File: config.mk
export PLATFORM = sky130hd
export DESIGN_NAME = ahb_mtx_input_stage
export DESIGN_NICKNAME = d
export VERILOG_FILES = /design/src/rtl/ahb_mtx_input_stage.sv
export SDC_FILE = /design/constraint.sdc
export NUM_CORES = 1
export LEC_CHECK = 0
export BUFFER_PORTS_ARGS = -buffer_cell sky130_fd_sc_hd__buf_4
export CORE_MARGIN = 2
export CORE_UTILIZATION = 45
export DETAILED_ROUTE_END_ITERATION = 6
export PLACE_DENSITY = 0.74
export SETUP_SLACK_MARGIN = 0.5
export SLEW_MARGIN = 30
export SYNTH_ARGS = -nofsm -noshare
export SYNTH_HDL_FRONTEND = slang
export SYNTH_SLANG_ARGS = --single-unit
export TNS_END_PERCENT = 5
File: constraint.sdc
create_clock -name HCLK -period 3.3 [get_ports HCLK]
set_clock_uncertainty 0.1 [all_clocks]
set_input_delay 0.165 -clock HCLK [delete_from_list [all_inputs] [get_ports HCLK]]
set_output_delay 0.165 -clock HCLK [all_outputs]
set_load 0.005 [all_outputs]
File: src/rtl/ahb_mtx_input_stage.sv
// rtl/ahb_mtx_input_stage.sv - AHB bus matrix master-side input stage (hold/replay of ungranted address phases)
//
// Optional feature macro: AHB_MTX_IS_IDLE_REQ_EN
//   defined   : a locked master driving IDLE/BUSY keeps requesting its output port
//   undefined : request is raised only by a held or valid live transfer
//
// One instance sits in front of every master port. When the master issues a
// transfer while the target output port is not granted to it, the address
// phase is captured into a hold register and the master is stalled through
// HREADYOUTS. The held transfer is replayed on the M side once granted, and
// the slave data-phase response is then forwarded back to the master.

module ahb_mtx_input_stage #(
  parameter int AW = 32
) (
  input  logic          HCLK,
  input  logic          HRESET,

  // Master-side address phase
  input  logic          HSELS,
  input  logic [AW-1:0] HADDRS,
  input  logic [1:0]    HTRANSS,
  input  logic          HWRITES,
  input  logic [2:0]    HSIZES,
  input  logic [2:0]    HBURSTS,
  input  logic [3:0]    HPROTS,
  input  logic          HMASTLOCKS,
  input  logic          HREADYS,

  // Master-side response
  output logic          HREADYOUTS,
  output logic          HRESPS,

  // Address phase towards the matrix
  output logic          HSELM,
  output logic [AW-1:0] HADDRM,
  output logic [1:0]    HTRANSM,
  output logic          HWRITEM,
  output logic [2:0]    HSIZEM,
  output logic [2:0]    HBURSTM,
  output logic [3:0]    HPROTM,
  output logic          HMASTLOCKM,

  // Arbitration handshake with the output stages
  output logic          req_port,
  input  logic          addr_granted,

  // Response from the target output port
  input  logic          HREADYM,
  input  logic          HREADYOUTM,
  input  logic          HRESPM
);

  // State encoding is {pend, dphase}; 2'b11 is never entered.
  typedef enum logic [1:0] {
    ST_IDLE = 2'b00,
    ST_DATA = 2'b01,
    ST_PEND = 2'b10
  } state_t;

  state_t state;

  logic pend;
  logic dphase;

  // Held copy of an address phase that could not be issued when presented
  logic          hold_sel;
  logic [AW-1:0] hold_addr;
  logic [1:0]    hold_trans;
  logic          hold_write;
  logic [2:0]    hold_size;
  logic [2:0]    hold_burst;
  logic [3:0]    hold_prot;
  logic          hold_lock;

  logic live_valid;
  logic issue;
  logic capture;

  assign pend   = (state == ST_PEND);
  assign dphase = (state == ST_DATA);

  // Only NONSEQ/SEQ count; IDLE and BUSY ride the live path and are never held.
  assign live_valid = HSELS & HREADYS & HTRANSS[1];

  // The transfer on the M side (held or live) is accepted by the output stage.
  assign issue = addr_granted & HREADYM & (pend | live_valid);

  // A live transfer is captured only when it is being presented (master sees
  // HREADY high) and cannot go straight through in the same cycle.
  assign capture = live_valid & ~issue &
                   ((state == ST_IDLE) | ((state == ST_DATA) & HREADYM));

  // Control FSM: tracks whether a transfer is held for grant or in its data phase.
  always_ff @(posedge HCLK) begin
    if (HRESET) begin
      state <= ST_IDLE;
    end else begin
      case (state)
        ST_IDLE: begin
          if (live_valid) begin
            state <= issue ? ST_DATA : ST_PEND;
          end
        end
        ST_PEND: begin
          if (issue) begin
            state <= ST_DATA;
          end
        end
        ST_DATA: begin
          if (HREADYM) begin
            if (!live_valid) begin
              state <= ST_IDLE;
            end else if (issue) begin
              state <= ST_DATA;
            end else begin
              state <= ST_PEND;
            end
          end
        end
        default: begin
          state <= ST_IDLE;
        end
      endcase
    end
  end

  // Hold register: loads on capture and stays frozen while the transfer waits.
  always_ff @(posedge HCLK) begin
    if (HRESET) begin
      hold_sel   <= 1'b0;
      hold_addr  <= '0;
      hold_trans <= 2'b00;
      hold_write <= 1'b0;
      hold_size  <= 3'b000;
      hold_burst <= 3'b000;
      hold_prot  <= 4'b0000;
      hold_lock  <= 1'b0;
    end else if (capture) begin
      hold_sel   <= HSELS;
      hold_addr  <= HADDRS;
      hold_trans <= HTRANSS;
      hold_write <= HWRITES;
      hold_size  <= HSIZES;
      hold_burst <= HBURSTS;
      hold_prot  <= HPROTS;
      hold_lock  <= HMASTLOCKS;
    end
  end

  // Address-phase mux: replay the held transfer while pending, else pass through.
  assign HSELM      = pend ? hold_sel   : HSELS;
  assign HADDRM     = pend ? hold_addr  : HADDRS;
  assign HTRANSM    = pend ? hold_trans : HTRANSS;
  assign HWRITEM    = pend ? hold_write : HWRITES;
  assign HSIZEM     = pend ? hold_size  : HSIZES;
  assign HBURSTM    = pend ? hold_burst : HBURSTS;
  assign HPROTM     = pend ? hold_prot  : HPROTS;
  assign HMASTLOCKM = pend ? hold_lock  : HMASTLOCKS;

  // Stall the master while a transfer is held; otherwise forward the slave response.
  assign HREADYOUTS = pend ? 1'b0 : (dphase ? HREADYOUTM : 1'b1);
  assign HRESPS     = dphase ? HRESPM : 1'b0;

`ifdef AHB_MTX_IS_IDLE_REQ_EN
  // A locked master in an IDLE/BUSY gap keeps the arbiter parked on this port.
  logic lock_park;
  assign lock_park = HSELS & HMASTLOCKS & ~HTRANSS[1];
  assign req_port  = pend | live_valid | lock_park;
`else
  assign req_port  = pend | live_valid;
`endif

endmodule

==> results.toml <==
[logic_synthesis]
yosysUniqueCellTypes = 23
synth_edf_count = 0
yosysSeqAreaShare_pct = 34.74
netlist_area_sq_um = 2824
async_flop_share_pct = 0
ys.warnings.count = 0
syn-num-nets = 422
syn_area_per_cell_sq_um = 7.674
synthFlopType = "dfxtp_1"
ys_ff_latch = 49
synthCells = 368

[placement]
place_ws_ns = 1.295
port_buffers = 103
gp_congestion = 0.7720
placed_cells = 523
dp_hpwl_mm = 4.166

[grt]
grt_usage_pct = 17.98
grt-ovfl-total = 0
antenna_found_initial = 0
grt_pass1_wl_mm = 10.58
grt_pass1_vias = 2376
grt_max_degree = 95

[setup_path]
reg2reg_slack_ns = 1.37
critical-path-slowest-cell = "nor2b_4"
cp.required_ns = 3.03
worstPathArrival_ns = 2.05
path_buf_inv = 2
worstPathMaxFanout = 27
worstSetupPathDepth = 5
crit_family = "simple AND/OR/NAND/NOR gates"
rr_worst_depth = 4
path_class = "register to output pin"
start_kind = "register"
crit_path_end_kind = "output pin"
r2r-end = "state[0]"
max_stage_delay_ns = 0.60
path_cells = "nor2b_4 > buf_4 > nand2_1 > nand2_1 > buf_4"
timing.rr.start = "state[1]"

[timing]
tightest_slew_ns = 0.9324
fin_tns_setup_ns = 0
hold_viol_final = 0
period_share_pct = 70.02
rsz0062_at_grt = "false"
finalSetupViolCount = 0
drv_slew = 0
fin_crit_ns = 2.311
worst_slew_margin_rel_pct = 37.84
fin_ws_ns = 0.9893
max_freq_ghz = 0.4328

[finish]
fin_nets = 509
drive_gt1_share_pct = 25.93
most-common-layout-cells = "nand2_1, buf_4, nand2b_1"
area_growth_pct = 29.60
finalNonFillerCells = 530
utilization_pct = 61.09
final_common_cell = "nand2_1"
num_antenna_cells = 0

[power]
pwr_density_cell_nw_per_um2 = 350.9
vdd_drop_max_v = 0.0001802
cellLeakagePower_nw = 1.702
finalPower_mw = 1.284

[floorplan]
die_x_um = 83.22
die_y_um = 83.22
num_rows = 28
ios = 104
start_util_pct = 47.14
die_area_sq_um = 6925
core-area_sq_um = 5991

[min_path]
holdPathEnd = "hold_addr[8]"
min_path_cells = 3
hold_path.class = "primary input to register"
hold_start = "HADDRS[8]"

[clock_tree]
clock_latency_ns = 0.30
cts_buffers = 5
clk_pin_slew_worst_paths_ns = 0.09
cts_resized = 0
hold_buffers = 0
clock_sink_count = 49
cts_tree = "yes"
postCtsSetupRepairBufs = 0
clockBufferDepth = 2
root_buffer = "clkbuf_8"
cts_htree_levels = 2

[drt]
vias = 2521
ant_nets = 0
via_per_inst = 4.757
wl_per_cell_um = 11.45
drt_first_pass_iters = 4
drtIter0Drc = 82
drc = 0
routed_wl_mm = 6.067

[flow_run]
drv_cap = 0

[status]
outcome = "completed"
-- cells in the mapped netlist, types with 2 or more instances --
library cell	n	share of area, %
mux2i_1	45	16
clkbuf_1	13	1.7
buf_4	2	0.53
nand2_1	142	19
buf_2	5	0.89
dfxtp_1	49	35
nand2b_1	91	20
o21ba_1	2	0.71
buf_1	2	0.27
buf_12	3	2.1
nor2_1	2	0.27
-- area by class of cell --
cell class                      count  area [sq um]
Clock buffer                        5         68.82
Fill cell                         568          2331
Timing Repair Buffer              106         795.8
Sequential cell                    49         980.9
Clock inverter                      2         35.03
Multi-Input combinational cell    293          1685
Tap cell                           75         93.84
-- per-layer routing --
| layer | share of wire, % | track usage [%] | up-vias |
|---|---|---|---|
| met5 | 0 | 0 | - |
| met4 | 0.36 | 4.471 | 0 |
| met3 | 5.8 | 4.274 | 2 |
| met2 | 48 | 31.52 | 65 |
| met1 | 46 | 22.12 | 1143 |
| li1 | - | - | 1311 |
-- power by group --
group / leakage [nW] / internal (mW) / switching [mW]
Clock: 0.0540 / 0.220 / 0.190
Combinational: 1.25 / 0.147 / 0.107
Sequential: 0.397 / 0.609 / 0.0105
-- through the flow --
stage / hold WS, ns / instance area [sq um]
after floorplan: 0.2203 / 2824
after global placement: 0.3440 / 3556
after detailed placement: 0.3549 / 3556
after CTS: 0.02741 / 3660
after global routing: 0.02334 / 3660
final: 0.03272 / 3660
-- tightest hold or removal path: cells and delay by family --
kind / cells / cell delay [ns]
buf+inv: 1 / 0.11
mux: 1 / 0.06
simple gates: 1 / 0.06
-- registers in the layout, summed over array words and instances (netlist names) --
| register | flops |
|---|---|
| hold_trans | 2 |
| hold_burst | 3 |
| hold_addr | 32 |
| hold_lock | 1 |
| hold_size | 3 |
| hold_write | 1 |
| state | 2 |
| hold_sel | 1 |
| hold_prot | 4 |
-- logic make-up after synthesis --
group	share of synthesized area [%]
AO/OA/AOI/OAI	1.152
multiplexers	16.48
buffers and inverters	5.937
AND/OR/NAND/NOR	41.69
flip-flops	34.74
-- worst max path at each step --
stage / start / end / slack, ns
6_report: state[1] / HWRITEM / 0.99
5_1_grt: state[1] / HADDRM[11] / 0.79
4_1_cts: state[1] / HWRITEM / 0.96
2_1_floorplan: state[0] / hold_addr[14] / 1.91
3_5_place_dp: state[1] / HWRITEM / 1.30
3_3_place_gp: state[1] / HWRITEM / 1.33
No activity file was read; power rests on OpenSTA's default activity.
